<file path="src/rtl/sha256_pkg.sv">
// Shared definitions for the double-SHA-256 message feeder: FSM states,
// block codes and the fixed padding/length words.
package sha256_pkg;

  typedef enum logic [2:0] {
    ST_IDLE     = 3'd0,
    ST_FEED     = 3'd1,
    ST_ROUNDS   = 3'd2,
    ST_WAIT_DIG = 3'd3,
    ST_DONE     = 3'd4
  } state_t;

  localparam logic [1:0] BLK_HDR  = 2'd0;
  localparam logic [1:0] BLK_TAIL = 2'd1;
  localparam logic [1:0] BLK_DIG  = 2'd2;

  localparam logic [31:0] PAD_WORD = 32'h8000_0000;
  localparam logic [31:0] LEN_HDR  = 32'h0000_0280;
  localparam logic [31:0] LEN_DIG  = 32'h0000_0100;

  localparam logic [6:0] FEED_LAST  = 7'd15;
  localparam logic [6:0] ROUND_LAST = 7'd63;

endpackage

</file>
<file path="src/rtl/hdr_store.sv">
// Header word register file: one synchronous write port, one combinational
// read port. Out-of-range writes are dropped and out-of-range reads return 0.
module hdr_store #(
  parameter int DEPTH = 19
) (
  input  logic        clk,
  input  logic        we,
  input  logic [4:0]  waddr,
  input  logic [31:0] wdata,
  input  logic [4:0]  raddr,
  output logic [31:0] rdata
);

  localparam logic [4:0] LAST_IDX = 5'(DEPTH - 1);

  logic [31:0] mem [DEPTH];

  // NOTE: storage has no reset on purpose; header contents must survive a
  // stream abort, and a reset-free array maps onto plain registers/LUT RAM.
  always_ff @(posedge clk) begin
    if (we && (waddr <= LAST_IDX)) begin
      mem[waddr] <= wdata;
    end
  end

  assign rdata = (raddr <= LAST_IDX) ? mem[raddr] : '0;

endmodule

</file>
<file path="src/rtl/sha256_msg_feeder.sv">
// Message-word sequencer for a double SHA-256: header block, header tail
// with nonce and padding, then the first-pass digest block. Outputs are registered.
module sha256_msg_feeder
  import sha256_pkg::*;
#(
  parameter int HDR_WORDS = 19
) (
  input  logic         clk,
  input  logic         rst_n,
  input  logic         hdr_wr,
  input  logic [4:0]   hdr_addr,
  input  logic [31:0]  hdr_data,
  input  logic [31:0]  nonce,
  input  logic         start,
  input  logic [255:0] digest_in,
  input  logic         digest_valid,
  output logic [31:0]  word_out,
  output logic         word_valid,
  output logic [1:0]   block,
  output logic [6:0]   select,
  output logic         busy,
  output logic         done
);

  state_t       state, nxt_state;
  logic [1:0]   nxt_block;
  logic [6:0]   nxt_select;
  logic         nxt_valid, nxt_busy, nxt_done;
  logic [31:0]  nxt_word;

  logic [31:0]  nonce_q;
  logic [255:0] digest_q;
  logic [255:0] dig_src;
  logic [31:0]  dig_word;
  logic [4:0]   hdr_raddr;
  logic [31:0]  hdr_rdata;

  hdr_store #(.DEPTH(HDR_WORDS)) u_hdr_store (
    .clk   (clk),
    .we    (hdr_wr && (state == ST_IDLE)),
    .waddr (hdr_addr),
    .wdata (hdr_data),
    .raddr (hdr_raddr),
    .rdata (hdr_rdata)
  );

  // NOTE: every always_comb output gets a default first so no path can
  // leave a signal unassigned and infer a latch.
  always_comb begin
    nxt_state  = state;
    nxt_block  = block;
    nxt_select = select;
    nxt_valid  = 1'b0;
    nxt_busy   = 1'b0;
    nxt_done   = 1'b0;
    case (state)
      ST_IDLE: begin
        nxt_block  = BLK_HDR;
        nxt_select = '0;
        if (start) begin
          nxt_state = ST_FEED;
          nxt_valid = 1'b1;
          nxt_busy  = 1'b1;
        end
      end
      ST_FEED: begin
        nxt_busy   = 1'b1;
        nxt_select = select + 7'd1;
        if (select == FEED_LAST) nxt_state = ST_ROUNDS;
        else                     nxt_valid = 1'b1;
      end
      ST_ROUNDS: begin
        nxt_busy   = 1'b1;
        nxt_select = select + 7'd1;
        if (select == ROUND_LAST) begin
          nxt_select = '0;
          case (block)
            BLK_HDR: begin
              nxt_state = ST_FEED;
              nxt_block = BLK_TAIL;
              nxt_valid = 1'b1;
            end
            BLK_TAIL: nxt_state = ST_WAIT_DIG;
            default: begin
              nxt_state = ST_DONE;
              nxt_busy  = 1'b0;
              nxt_done  = 1'b1;
            end
          endcase
        end
      end
      ST_WAIT_DIG: begin
        nxt_busy   = 1'b1;
        nxt_select = '0;
        if (digest_valid) begin
          nxt_state = ST_FEED;
          nxt_block = BLK_DIG;
          nxt_valid = 1'b1;
        end
      end
      ST_DONE: begin
        nxt_state  = ST_IDLE;
        nxt_block  = BLK_HDR;
        nxt_select = '0;
      end
      default: begin
        nxt_state  = ST_IDLE;
        nxt_block  = BLK_HDR;
        nxt_select = '0;
      end
    endcase
  end

  // The word is chosen from the upcoming block/select so it lands in the
  // output register alongside them; the first digest word bypasses digest_q.
  assign hdr_raddr = (nxt_block == BLK_TAIL) ? 5'd16 + {1'b0, nxt_select[3:0]}
                                             : {1'b0, nxt_select[3:0]};
  assign dig_src   = (state == ST_WAIT_DIG) ? digest_in : digest_q;
  assign dig_word  = dig_src[{~nxt_select[2:0], 5'b0} +: 32];

  always_comb begin
    nxt_word = '0;
    case (nxt_block)
      BLK_HDR: nxt_word = hdr_rdata;
      BLK_TAIL: begin
        case (nxt_select)
          7'd0, 7'd1, 7'd2: nxt_word = hdr_rdata;
          7'd3:             nxt_word = nonce_q;
          7'd4:             nxt_word = PAD_WORD;
          7'd15:            nxt_word = LEN_HDR;
          default:          nxt_word = '0;
        endcase
      end
      BLK_DIG: begin
        if (nxt_select < 7'd8)        nxt_word = dig_word;
        else if (nxt_select == 7'd8)  nxt_word = PAD_WORD;
        else if (nxt_select == 7'd15) nxt_word = LEN_DIG;
        else                          nxt_word = '0;
      end
      default: nxt_word = '0;
    endcase
  end

  // NOTE: sequential state uses non-blocking assignments so every register
  // samples the pre-edge values, independent of statement order.
  always_ff @(posedge clk) begin
    if (!rst_n) begin
      state      <= ST_IDLE;
      block      <= BLK_HDR;
      select     <= '0;
      word_out   <= '0;
      word_valid <= 1'b0;
      busy       <= 1'b0;
      done       <= 1'b0;
    end else begin
      state      <= nxt_state;
      block      <= nxt_block;
      select     <= nxt_select;
      word_out   <= nxt_valid ? nxt_word : '0;
      word_valid <= nxt_valid;
      busy       <= nxt_busy;
      done       <= nxt_done;
    end
  end

  always_ff @(posedge clk) begin
    if ((state == ST_IDLE) && start)            nonce_q  <= nonce;
    if ((state == ST_WAIT_DIG) && digest_valid) digest_q <= digest_in;
  end

endmodule
</file>
<file path="config.mk">
export PLATFORM = sky130hd
export DESIGN_NAME = sha256_msg_feeder
export DESIGN_NICKNAME = d
export VERILOG_FILES = /design/src/rtl/sha256_pkg.sv /design/src/rtl/hdr_store.sv /design/src/rtl/sha256_msg_feeder.sv
export SDC_FILE = /design/constraint.sdc
export NUM_CORES = 1
export LEC_CHECK = 0
export BUFFER_PORTS_ARGS = -buffer_cell sky130_fd_sc_hd__clkbuf_2
export CAP_MARGIN = 40
export CORE_MARGIN = 2
export CORE_UTILIZATION = 25
export DETAILED_ROUTE_END_ITERATION = 8
export PLACE_DENSITY = 0.5
export SLEW_MARGIN = 20
export SYNTH_ARGS = -nofsm -noshare
export SYNTH_HDL_FRONTEND = slang
export SYNTH_SLANG_ARGS = --single-unit
</file>
<file path="constraint.sdc">
create_clock -name clk -period 7.8 [get_ports clk]
set_input_delay 0.39 -clock clk [delete_from_list [all_inputs] [get_ports clk]]
set_output_delay 0.39 -clock clk [all_outputs]
set_load 0.005 [all_outputs]
</file>
==> results.md <==
- Fin crit share: 54.5%
- Hold EP: u_hdr_store.mem[8][24]
- Root buf cell: clkbuf_16
- Vias: ~28000
- CP delay by family, top: buffers and inverters
- Worst slew pin tran: 1.10 ns
- Post-synth ARST share: 0%
- Ys flop type: edfxtp_1
- VDD IR max: 187 uV
- Area after DPL: 0.0437 mm^2
- R2r worst-path depth: 10
- TritonRoute pass-1 iters: 8
- Worst setup EP type: flip-flop
- CTS buffer count: between 100 and 150
- Clk slew on worst S/H paths: 0.06 ns
- Worst slew margin: 26.6%
- Initial antenna violation count: 24
- Flop-to-flop setup slack: 3.55 ns
- Share of layout cells above drive strength 1: 20.2%
- Number of global-route vias before repair: 27300
- Core area: 0.156 mm^2
- Hold Path Depth: 1
- DP Cell Count: 5151
- Hold Fails Final Rpt: 0
- Number of synthesized flops with an enable pin: 896
- Die ar.: 0.160 mm^2
- Gr ovfl total: 0
- Starting Density: 25.1%
- Rows: around 150
- GR Util All Layers: 17.4%
- Critical path buffer and inverter count: 4
- ANT nets after route: 0
- Gpl congestion: just over 0.8
- Worst path most repeated cell: buf_4
- Setup Skew: 0.0363 ns
- CTS tree: yes
- Post-synthesis area per instance: roughly 14 um^2
- Register bit total from synthesis: 943
- Die Span Y: 400 um
- DR DRC count: 0
- Post-route cell area: between 0.05 and 0.06 mm^2
- Via density: 4.98
- Post-Synthesis Cells: 2850
- Clk Latency, worst-skew pair: 0.73 ns
- Leakage power: roughly 17 nW
- Highest clock rate: 235 MHz
- Class of the worst hold path: in -> reg
- Max incr delay on CP: 0.79 ns
- CP Class: reg -> reg
- Detailed Place HPWL: about 90000 um
- NumNets Final: about 3800
- Slowest cell on the critical path: dfxtp_4
- Max_cap viols: 0
- Crit path max fanout: 127
- Synthesized cell area: about 0.039 mm^2
- Setup-failing EPs final: 0
- Total number of yosys warnings: 0
- Worst slack, placed: 3.45 ns
- Setup TNS: 0 ns
- Largest net degree at the start of global routing: 178
- CP arrival: approximately 4.9 ns
- Crit path cell chain: buf_12, inv_2, buf_4, nor2_1, buf_4, a32o_1, nand2_1, nand4_1, a21oi_1, a211o_1
- Routed wire per std cell: 25.6 um
- R2R Path End: word_out[30]
- # IOs: 374
- Startpoint Class: flip-flop
- Final min period: 4.25 ns
- Iteration-0 DRC count of the detailed router: roughly 3100
- Util after Layout: 32.1%
- Sequential fraction of the synthesis area: between 70% and 80%
- Post-Syn Nets: 3181
- Clk sinks: 943
- Final Routed Wirelength: approximately 140000 um
- I/O Buffers: between 300 and 400
- P&R area growth vs syn: 27.8%
- # H-tree levels: 3
- RSZ-0062 raised after global routing: false
- Final Worst Setup Slack: 3.55 ns
- Status: completed
- Post-CTS Setup Bufs: 0
- FF-to-FF Start: select[0]
- Yosys cell types: 76
- Worst EP required: 8.40 ns
- Clk buf depth: 3
- Power per cell area: 242 mW/mm^2
- Slew Viols, Final: 0
- Post-Layout Cell Count: 5642
- First-pass GRT wire length: 202000 um
- Die extent in x: approximately 400 um
- HP Start: hdr_data[24]
## timing repair
action | 4_1_cts | 5_1_grt
setup endpoints to repair | 0 | 0
endpoints found under the hold margin | 288 | 0
resized for setup | 0 | 0
hold buffers | 288 | 0
## final cells by class
class	instances	area, um^2
fill	15500	106000
sequential	943	27900
clock buffer	135	2770
clock inverter	58	622
tap	2058	2570
antenna	6	15.0
multi-input combinational	1695	10600
inverter	4	15.0
timing repair buffer	743	5540
## state kept, by name (all words and copies together) (netlist names)
name / cells
state: 3
busy: 1
select: 7
block: 2
u_hdr_store.mem: 608
word_valid: 1
word_out: 32
nonce_q: 32
digest_q: 256
done: 1
## report_power, final
group | leakage (nW) | total, W | switching (W) | internal (W)
combinational | 6.71 | 0.00151 | 0.000966 | 0.000545
sequential | 8.47 | 0.00568 | 0.0000521 | 0.00562
clock | 1.65 | 0.00489 | 0.00211 | 0.00278
total | 16.8 | 0.0121 | 0.00313 | 0.00895
## cells in the mapped netlist, types with 6 or more instances
master / number / share of area, %
o32ai_1: 6 / 0.13
buf_4: 7 / 0.13
mux2_2: 19 / 0.55
nand4_1: 68 / 1.1
nand2b_1: 8 / 0.13
a21o_1: 8 / 0.15
and2_1: 21 / 0.34
nand2_1: 470 / 4.5
dfxtp_1: 47 / 2.4
o221a_2: 11 / 0.32
a32oi_1: 24 / 0.54
mux2i_1: 105 / 2.7
o21ai_0: 68 / 0.87
a2bb2oi_1: 35 / 0.78
a32o_1: 9 / 0.23
nand3_1: 183 / 2.3
nor3_1: 24 / 0.31
nor4_1: 8 / 0.13
o221ai_1: 18 / 0.40
edfxtp_1: 896 / 69
buf_1: 26 / 0.25
o211ai_1: 42 / 0.81
nor2_1: 128 / 1.2
buf_2: 77 / 0.98
mux4_2: 27 / 1.6
and3_1: 6 / 0.096
o31a_1: 17 / 0.38
a211oi_1: 37 / 0.71
a21oi_1: 107 / 1.4
o22a_1: 27 / 0.60
a22oi_1: 16 / 0.31
o22ai_1: 84 / 1.3
a31oi_1: 23 / 0.37
clkbuf_1: 98 / 0.94
## stage by stage
stage / hold WS [ns] / power, W
CTS: 0.0980 / 0.0122
global route: 0.128 / 0.0125
finish: 0.149 / 0.0121
detailed placement: 0.569 / 0.00715
global placement: 0.569 / 0.00712
floorplan: 0.489 / 0.00649
## metal layers
metal	wire length [um]	global-route usage, %	vias up	share of wire [%]
met4	3270	4.65	28	2.3
met3	12500	4.21	196	8.7
li1	-	-	12400	-
met5	189	0	-	0.13
met2	65200	26.8	1255	45
met1	63300	24.4	14200	44
## kinds of logic after synthesis
family / share of synthesized area (%)
AOI/OAI and AO/OA: 10.6
xor gates and xnor gates: 0.112
adders and majority gates: 0.0320
buffers and inverters: 2.35
DFF: 71.2
muxes: 4.79
and+or+nand+nor: 10.9
## cell usage in the layout, fill, tap and decap left out, types with 22 or more instances in the layout
master,count
nand4_1,68
mux4_2,27
o22ai_1,84
dlygate4sd3_1,288
a21oi_1,105
dfxtp_1,46
edfxtp_1,896
nand3_1,183
a2bb2oi_1,35
o21ai_0,66
nand2_1,470
mux2i_1,105
clkbuf_1,25
a32oi_1,24
clkinv_2,22
clkbuf_2,374
a211oi_1,37
o22a_1,27
clkbuf_16,103
buf_4,65
a31oi_1,23
o211ai_1,42
nor2_1,113
## worst max-delay path by stage
stage	start	cells after the start	to	slack [ns]
6_report	select[0]	10	word_out[30]	3.55
5_1_grt	select[0]	9	word_out[8]	3.36
3_3_place_gp	select[0]	8	word_out[0]	3.36
3_5_place_dp	state[1]	9	word_out[21]	3.45
4_1_cts	state[1]	9	word_out[21]	3.45
2_1_floorplan	state[1]	6	digest_q[0]	2.71
Note: power is estimated with default switching activity, not from simulation.
